[config.mk]
export PLATFORM = sky130hd
export DESIGN_NAME = hit_arbiter
export DESIGN_NICKNAME = d
export VERILOG_FILES = /design/src/rtl/hit_arbiter.sv
export SDC_FILE = /design/constraint.sdc
export NUM_CORES = 1
export LEC_CHECK = 0
export CAP_MARGIN = 10
export CORE_ASPECT_RATIO = 1.5
export CORE_MARGIN = 2
export CORE_UTILIZATION = 45
export CTS_CLUSTER_SIZE = 12
export DETAILED_ROUTE_END_ITERATION = 10
export PLACE_DENSITY = 0.76
export SLEW_MARGIN = 20
export SYNTH_ARGS = -nofsm -noshare
export SYNTH_HDL_FRONTEND = slang
export SYNTH_SLANG_ARGS = --single-unit
[constraint.sdc]
create_clock -name clk -period 1.5 [get_ports clk]
set_input_delay 0.3 -clock clk [delete_from_list [all_inputs] [get_ports clk]]
set_output_delay 0.3 -clock clk [all_outputs]
set_load 0.02 [all_outputs]
[src/rtl/hit_arbiter.sv]
`default_nettype none
// ============================================================================
// Module   : hit_arbiter
// Purpose  : Contact resolver between the two player FSMs. Issues hit/block
//            pulses, keeps round score, sequences RUN/FREEZE/OVER.
// Revision : 1.0 - initial release
// ============================================================================
module hit_arbiter #(
    parameter logic [9:0] BASIC_REACH   = 10'd48,
    parameter logic [9:0] DIR_REACH     = 10'd64,
    parameter int         WIN_POINTS    = 3,
    parameter int         FREEZE_FRAMES = 30
) (
    input  logic       clk,
    input  logic       reset_n,
    input  logic       round_reset,
    input  logic [3:0] p1_state,
    input  logic [3:0] p2_state,
    input  logic [9:0] p1_x,
    input  logic [9:0] p2_x,
    output logic       p1_got_hit,
    output logic       p1_got_blocked,
    output logic       p2_got_hit,
    output logic       p2_got_blocked,
    output logic [1:0] p1_score,
    output logic [1:0] p2_score,
    output logic       trade,
    output logic       freeze,
    output logic       round_over,
    output logic [1:0] winner
);

    localparam int         c_CNT_W    = (FREEZE_FRAMES > 1) ? $clog2(FREEZE_FRAMES) : 1;
    localparam logic [c_CNT_W-1:0] c_CNT_LOAD = c_CNT_W'(FREEZE_FRAMES - 1);
    localparam logic [c_CNT_W-1:0] c_CNT_ONE  = c_CNT_W'(1);
    localparam logic [1:0] c_WIN      = 2'(WIN_POINTS);

    localparam logic [3:0] c_ST_BACK  = 4'd1;
    localparam logic [3:0] c_ST_BASIC = 4'd4;
    localparam logic [3:0] c_ST_DIR   = 4'd7;
    localparam logic [3:0] c_ST_HITST = 4'd9;
    localparam logic [3:0] c_ST_BLKST = 4'd10;

    localparam logic [1:0] c_RUN      = 2'd0;
    localparam logic [1:0] c_FREEZE   = 2'd1;
    localparam logic [1:0] c_OVER     = 2'd2;

    logic [1:0]         r_state, w_state_nxt;
    logic [c_CNT_W-1:0] r_cnt, w_cnt_nxt;
    logic [1:0]         r_p1_score, w_p1_score_nxt;
    logic [1:0]         r_p2_score, w_p2_score_nxt;
    logic               r_p1_latch, w_p1_latch_nxt;
    logic               r_p2_latch, w_p2_latch_nxt;
    logic               r_p1_got_hit, w_p1_got_hit_nxt;
    logic               r_p1_got_blocked, w_p1_got_blocked_nxt;
    logic               r_p2_got_hit, w_p2_got_hit_nxt;
    logic               r_p2_got_blocked, w_p2_got_blocked_nxt;
    logic               r_trade, w_trade_nxt;

    logic [9:0] w_gap;
    logic       w_p1_active, w_p2_active;
    logic       w_p1_cand, w_p2_cand;
    logic       w_p1_stunned, w_p2_stunned;
    logic       w_p1_hit, w_p1_block, w_p2_hit, w_p2_block;

    // P1 faces right and P2 faces left, so only p2_x >= p1_x gives a real gap
    assign w_gap = (p2_x >= p1_x) ? (p2_x - p1_x) : 10'd0;

    assign w_p1_active = (p1_state == c_ST_BASIC) || (p1_state == c_ST_DIR);
    assign w_p2_active = (p2_state == c_ST_BASIC) || (p2_state == c_ST_DIR);

    assign w_p1_cand = !r_p1_latch &&
                       (((p1_state == c_ST_BASIC) && (w_gap <= BASIC_REACH)) ||
                        ((p1_state == c_ST_DIR)   && (w_gap <= DIR_REACH)));
    assign w_p2_cand = !r_p2_latch &&
                       (((p2_state == c_ST_BASIC) && (w_gap <= BASIC_REACH)) ||
                        ((p2_state == c_ST_DIR)   && (w_gap <= DIR_REACH)));

    assign w_p1_stunned = (p1_state == c_ST_HITST) || (p1_state == c_ST_BLKST);
    assign w_p2_stunned = (p2_state == c_ST_HITST) || (p2_state == c_ST_BLKST);

    // wN_hit / wN_block: player N's attack lands on / is blocked by the opponent
    assign w_p1_hit   = w_p1_cand && !w_p2_stunned && (p2_state != c_ST_BACK);
    assign w_p1_block = w_p1_cand && !w_p2_stunned && (p2_state == c_ST_BACK);
    assign w_p2_hit   = w_p2_cand && !w_p1_stunned && (p1_state != c_ST_BACK);
    assign w_p2_block = w_p2_cand && !w_p1_stunned && (p1_state == c_ST_BACK);

    always_comb begin
        w_state_nxt          = r_state;
        w_cnt_nxt            = r_cnt;
        w_p1_score_nxt       = r_p1_score;
        w_p2_score_nxt       = r_p2_score;
        w_p1_latch_nxt       = r_p1_latch && w_p1_active;
        w_p2_latch_nxt       = r_p2_latch && w_p2_active;
        w_p1_got_hit_nxt     = 1'b0;
        w_p1_got_blocked_nxt = 1'b0;
        w_p2_got_hit_nxt     = 1'b0;
        w_p2_got_blocked_nxt = 1'b0;
        w_trade_nxt          = 1'b0;

        case (r_state)
            c_RUN: begin
                if (w_p1_hit && w_p2_hit) begin
                    w_p1_got_hit_nxt = 1'b1;
                    w_p2_got_hit_nxt = 1'b1;
                    w_trade_nxt      = 1'b1;
                    w_p1_latch_nxt   = 1'b1;
                    w_p2_latch_nxt   = 1'b1;
                end else begin
                    if (w_p1_hit || w_p1_block) begin
                        w_p1_latch_nxt       = 1'b1;
                        w_p2_got_hit_nxt     = w_p1_hit;
                        w_p2_got_blocked_nxt = w_p1_block;
                        if (w_p1_hit && (r_p1_score != c_WIN))
                            w_p1_score_nxt = r_p1_score + 2'd1;
                    end
                    if (w_p2_hit || w_p2_block) begin
                        w_p2_latch_nxt       = 1'b1;
                        w_p1_got_hit_nxt     = w_p2_hit;
                        w_p1_got_blocked_nxt = w_p2_block;
                        if (w_p2_hit && (r_p2_score != c_WIN))
                            w_p2_score_nxt = r_p2_score + 2'd1;
                    end
                end
                if (w_p1_hit || w_p2_hit) begin
                    w_state_nxt = c_FREEZE;
                    w_cnt_nxt   = c_CNT_LOAD;
                end
            end
            c_FREEZE: begin
                if (r_cnt == '0) begin
                    if ((r_p1_score == c_WIN) || (r_p2_score == c_WIN))
                        w_state_nxt = c_OVER;
                    else
                        w_state_nxt = c_RUN;
                end else begin
                    w_cnt_nxt = r_cnt - c_CNT_ONE;
                end
            end
            c_OVER: begin
                w_state_nxt = c_OVER;
            end
            default: begin
                w_state_nxt = c_RUN;
            end
        endcase

        if (round_reset) begin
            w_state_nxt          = c_RUN;
            w_cnt_nxt            = '0;
            w_p1_score_nxt       = 2'd0;
            w_p2_score_nxt       = 2'd0;
            w_p1_latch_nxt       = 1'b0;
            w_p2_latch_nxt       = 1'b0;
            w_p1_got_hit_nxt     = 1'b0;
            w_p1_got_blocked_nxt = 1'b0;
            w_p2_got_hit_nxt     = 1'b0;
            w_p2_got_blocked_nxt = 1'b0;
            w_trade_nxt          = 1'b0;
        end
    end

    always_ff @(posedge clk or negedge reset_n) begin
        if (!reset_n) begin
            r_state          <= c_RUN;
            r_cnt            <= '0;
            r_p1_score       <= 2'd0;
            r_p2_score       <= 2'd0;
            r_p1_latch       <= 1'b0;
            r_p2_latch       <= 1'b0;
            r_p1_got_hit     <= 1'b0;
            r_p1_got_blocked <= 1'b0;
            r_p2_got_hit     <= 1'b0;
            r_p2_got_blocked <= 1'b0;
            r_trade          <= 1'b0;
        end else begin
            r_state          <= w_state_nxt;
            r_cnt            <= w_cnt_nxt;
            r_p1_score       <= w_p1_score_nxt;
            r_p2_score       <= w_p2_score_nxt;
            r_p1_latch       <= w_p1_latch_nxt;
            r_p2_latch       <= w_p2_latch_nxt;
            r_p1_got_hit     <= w_p1_got_hit_nxt;
            r_p1_got_blocked <= w_p1_got_blocked_nxt;
            r_p2_got_hit     <= w_p2_got_hit_nxt;
            r_p2_got_blocked <= w_p2_got_blocked_nxt;
            r_trade          <= w_trade_nxt;
        end
    end

    assign p1_got_hit     = r_p1_got_hit;
    assign p1_got_blocked = r_p1_got_blocked;
    assign p2_got_hit     = r_p2_got_hit;
    assign p2_got_blocked = r_p2_got_blocked;
    assign p1_score       = r_p1_score;
    assign p2_score       = r_p2_score;
    assign trade          = r_trade;
    assign freeze         = (r_state == c_FREEZE);
    assign round_over     = (r_state == c_OVER);
    assign winner         = !round_over            ? 2'd0 :
                            (r_p1_score == c_WIN)  ? 2'd1 :
                            (r_p2_score == c_WIN)  ? 2'd2 : 2'd0;

endmodule
`default_nettype wire

* Word level (Yosys, flattened, before mapping)
Index checks and enable logic that the tools add are counted.
** Word-level totals
- Register bits after elaboration :: 18
- Bits of input ports :: 31
- Output and inout port bits :: 13
- Logic and storage cells :: 133
** Operators by class
- Add/subtract/negate cells :: 4
- Order comparisons :: 3
- Equality and inequality tests :: 22
- Multiplexer cells :: 50
- Reductions and logical operators :: 43
** Operators by type and width (count)
- $mux 2 :: 17
- $mux 1 :: 27
- $logic_and 1x1->1 :: 17
- $eq 4x3->1 const B :: 4
- $eq 4x4->1 const B :: 4
- $mux 5 :: 3
- $ge 10x10->1 :: 1
- $le 10x6->1 const B :: 1
- $le 10x7->1 const B :: 1
- $logic_or 1x1->1 :: 10
- $mux 10 :: 1
- $pmux 5 s2 :: 1
- $reduce_bool 2->1 :: 5
- $sub 10x10->10 :: 1
- $eq 4x1->1 const B :: 2
- $ne 4x1->1 const B :: 2
- $reduce_and 4->1 :: 2
- $eq 2x2->1 const B :: 3
- $ne 2x2->1 const B :: 3
- $ne 3x3->1 const B :: 2
- $pmux 2 s3 :: 1
- $logic_not 5->1 :: 1
- $sub 5x1->5 const B :: 1
- $add 2x1->2 const B :: 2
- other kinds (7) :: 10

* Logic depth before layout (Yosys ltp)
- Word-level depth :: 14
- Depth in mapped cells :: 13
- Mapped depth without buffers :: 12

* Worst setup path before layout
Ideal clock, no wire load.
- Path type :: input to register
- From :: input port p2_x[0]
- To :: register r_p1_score[0] (netlist: p1_score[0])
- Setup time :: 0.128 ns
- Arrival :: 2.816 ns
- Data required time :: 1.372 ns
- Slack :: -1.444 ns
- Stages on the path :: 12
- Buffers on the path :: 0
- Cell sequence :: inv_1 ha_1 inv_1 fa_1 xor2_2 a2111oi_0 a2111oi_1 a32oi_1 a211o_1 nand2_1 nor4b_4 mux2_1
** On the way
- Cells in the longest elaborated chain, start to end :: 11
- Elaborated cells on any way between the ends :: 25
- Classes of those cells :: add/sub (1); order compare (3); eq/ne (1); mux (1); reduce/logical (19)
** RTL lines
- start, declared :: line 20 : input logic [9:0] p2_x,
- $sub 10x10->10 or $ge 10x10->1 (tied branches) :: line 67 : assign w_gap = (p2_x >= p1_x) ? (p2_x - p1_x) : 10'd0;
- $mux 10 (*) :: line 67
- $le 10x6->1 or $le 10x7->1 (tied branches)
- $logic_and 1x1->1 (on tied branches)
- $logic_or 1x1->1 (on tied branches) :: line 73, 76
- $logic_and 1x1->1 (on tied branches) :: line 72, 75
- $logic_and 1x1->1 (on tied branches) (2 in a row) :: line 83, 84, 85
- $logic_and 1x1->1 (tied with other cells) :: line 103 : if (w_p1_hit && w_p2_hit) begin
- $ne 2x2->1 (no source line) or $reduce_bool 2->1 (tied branches)
- $reduce_and 4->1 (no source line) (*)
- end signal, assigned :: line 179 : r_p1_score <= w_p1_score_nxt;
- end, declared :: line 50 : logic [1:0] r_p1_score, w_p1_score_nxt;
Every way passes the cells marked *; elsewhere a longest branch is shown, timed or not.
A chain may end at the register's enable or synchronous reset.

* Final worst setup path
Ends and elaborated chain as after synthesis.

==> impl_metrics.json <==
{
  "grt_overflow": 0,
  "clock-sinks": 18,
  "start_util_pct": 46.7,
  "postSynth.asyncResetShare_pct": 100,
  "antenna_found_initial": 0,
  "stdcell_count": 416,
  "synth_top_area_share_pct": 24.4,
  "synthCells": 226,
  "synthTopCellsByArea": "dfrtp_1 24%, ha_1 9.5%, inv_1 4.7%",
  "hp-class": "in -> async",
  "syn-cell-area_um2": 1850,
  "insertion_delay_ps": 260,
  "setup_viol": 19,
  "grt_pass1_wl_um": 10800,
  "cts.path.max_buffers": 2,
  "power_frac_seq_pct": 23.4,
  "diodes": 0,
  "wl_per_cell_um": 19.9,
  "rsz0062_at_grt": "yes",
  "cts_buffers": 3,
  "cts_tree": "yes",
  "cts_root_buf": "clkbuf_8",
  "final_net_count": 418,
  "grt_usage_pct": 29.4,
  "die_x_um": 56.3,
  "core_um2": 3960,
  "rows": 28,
  "finalMaxSlewViolations": 0,
  "dpl.hpwl_um": 4430,
  "layout-drive-gt1-share_pct": 49.1,
  "synth_area_leader_cell": "dfrtp_1",
  "yosysWarnings": 0,
  "synthTopCellsByCount": "23 x inv_1, 20 x nor2_1, 18 x dfrtp_1, 14 x ha_1",
  "fin_crit_sh_pct": 205,
  "die_y_um": 82.5,
  "cts.htree.levels": 1,
  "min_period_ps": 3070,
  "path_clk_slew_ps": 70,
  "synth_edf_count": 0,
  "start_kind": "input port",
  "switching_power_uw": 841,
  "worst_ep_required_time_ps": 1650,
  "critical_path_class": "in -> reg",
  "drc": 0,
  "syn_to_final_growth_pct": 92.8,
  "crit_arrival_ps": 3230,
  "ys_ff_latch": 18,
  "grt_pass1_vias": 2522,
  "synth_area_per_cell_um2": 8.18,
  "vias_per_cell": 6.12,
  "combPwrFrac_pct": 58.6,
  "final_core_util_pct": 90.0,
  "port_buffers": 43,
  "dpl.cell_count": 397,
  "syn_nets": 272,
  "antenna_left": 0,
  "fin_skew_ps": 2.93,
  "power.internal_mw": 1.44,
  "firstDrtPassIters": 4,
  "fmax_mhz": 325,
  "drtIter0Drc": 98,
  "p_sw_share_pct": 36.8,
  "setup_ws_ps": -1570,
  "cp-end-kind": "flip-flop",
  "crit_fanout": 3,
  "tightest_slew_ps": 392,
  "clockPowerShare_pct": 18.0,
  "n_fill_cell": 174,
  "synth.most_common_cell": "inv_1",
  "p_leak_nw": 1.67,
  "io_pins": 44,
  "design.die.area_um2": 4650,
  "place.gp.congestion": 0.845,
  "fin_area_um2": 3560,
  "yosysSeqAreaShare_pct": 24.4,
  "synth_flop_cell": "dfrtp_1",
  "vias": 2545,
  "violations": "setup timing",
  "max-slew-margin-rel_pct": 73.2,
  "peakVddDrop_uv": 784,
  "yosys.cell_types.count": 62,
  "outcome": "finished with violations",
  "hold_violations": 0,
  "max-cap-violations": 0,
  "drt_wl_total_um": 8290,
  "placed_area_um2": 3020,
  "power.density_nw_per_um2": 641,
  "grt_max_degree": 19
}
layout by cell type, fill, tap and decap left out, types with 3 or more instances in the layout:
| cell | instances |
|---|---|
| nand3_1 | 6 |
| a21o_1 | 4 |
| inv_2 | 6 |
| nand3_4 | 3 |
| clkbuf_8 | 4 |
| dlymetal6s2s_1 | 4 |
| a211oi_1 | 3 |
| clkdlybuf4s50_1 | 22 |
| a21oi_1 | 7 |
| ha_4 | 9 |
| ha_1 | 4 |
| a21oi_2 | 4 |
| dlygate4sd2_1 | 9 |
| buf_4 | 99 |
| mux2i_1 | 3 |
| dfrtp_1 | 18 |
| nor3_1 | 7 |
| nand2_1 | 10 |
| buf_6 | 9 |
| inv_1 | 16 |
| nor2_1 | 18 |
| nand2_2 | 3 |
| nor2b_1 | 6 |
| a211oi_2 | 4 |
| nand4b_1 | 4 |
| nand2b_1 | 8 |
| o21ai_0 | 6 |
metrics by stage:
stage | worst slack, ps | power (mW) | hold WS [ps] | TNS (ps)
6_report | -1570 | 2.29 | 369 | -24230
5_1_grt | -1630 | 2.38 | 398 | -25550
4_1_cts | -1340 | 2.07 | 379 | -20680
3_5_place_dp | -2120 | 1.52 | 531 | -34870
3_3_place_gp | -2000 | 1.49 | 532 | -32700
2_1_floorplan | -1380 | 1.03 | 4.41 | -18490
power by group through the flow:
stage / Clock [mW] / Sequential [mW] / Combinational [mW]
after floorplan: 0 / 0.551 / 0.475
after global placement: 0 / 0.538 / 0.955
after detailed placement: 0 / 0.537 / 0.979
after CTS: 0.406 / 0.530 / 1.14
after global routing: 0.426 / 0.536 / 1.42
final: 0.411 / 0.534 / 1.34
repair_timing:
| action | in CTS | in global routing |
|---|---|---|
| hold buffers | 0 | 0 |
| hold endpoints to repair | 0 | 0 |
| buffers inserted | 10 | 7 |
| resized for setup | 83 | 43 |
| endpoints found under the setup margin | 28 | 23 |
| pin swaps | 17 | 25 |
per-layer routing:
metal	vias up	routed length (um)	global-route usage, %	share of wire (%)
met3	69	338	3.27	4.1
met5	-	0	0	0
met2	121	4630	61.2	56
met1	1222	2720	27.0	33
met4	0	603	16.7	7.3
li1	1133	-	-	-
final timing paths:
path / cells past startpoint / end / start / slack [ps]
worst min-delay path: 2 / p2_score[1] / reset_n / 370
max in group asynchronous: 2 / r_cnt[4] / reset_n / 920
min in group clk: 2 / r_cnt[0] / r_cnt[0] / 570
worst max-delay path: 15 / p1_score[0] / p2_x[0] / -1570
worst max register to register: 8 / r_cnt[3] / r_cnt[0] / -300
worst min register to register: 2 / r_cnt[0] / r_cnt[0] / 570
state kept, by name, indices dropped and copies added (netlist names), 2 cells and up:
register	flops
r_cnt	5
r_state	2
p2_score	2
p1_score	2
critical path, stage by stage:
cell and delay (ps):
buf_8 90, inv_12 30, ha_4 140, inv_2 80, fa_2 480, nand2b_4 180, buf_6 120, a2111oi_4 360
a2111oi_4 60, a32oi_1 230, buf_4 180, a211o_1 210, nand2_2 110, nor4b_4 310, mux2_4 340
kinds of logic (layout without fill, tap and decap cells):
| family | after synthesis | after routing | share of synthesized area (%) |
|---|---|---|---|
| AO/OA/AOI/OAI | 61 | 61 | 24.4 |
| XOR/XNOR | 6 | 6 | 3.25 |
| adder cells (fa/ha/maj) | 15 | 15 | 10.6 |
| buffers and inverters | 29 | 174 | 6.30 |
| flip-flops | 18 | 18 | 24.4 |
| multiplexers | 4 | 4 | 2.23 |
| AND/OR/NAND/NOR | 93 | 93 | 28.9 |
cell type report:
cell class | count | area, um2 | share of cell area, %
inverter | 23 | 98.8 | 2.77
clock buffer | 4 | 55.1 | 1.54
sequential | 18 | 450 | 12.6
multi-input combinational | 179 | 1680 | 47.1
timing repair buffer | 147 | 1220 | 34.3
tap | 45 | 56.3 | 1.58
Note: power is estimated with default switching activity, not from simulation.
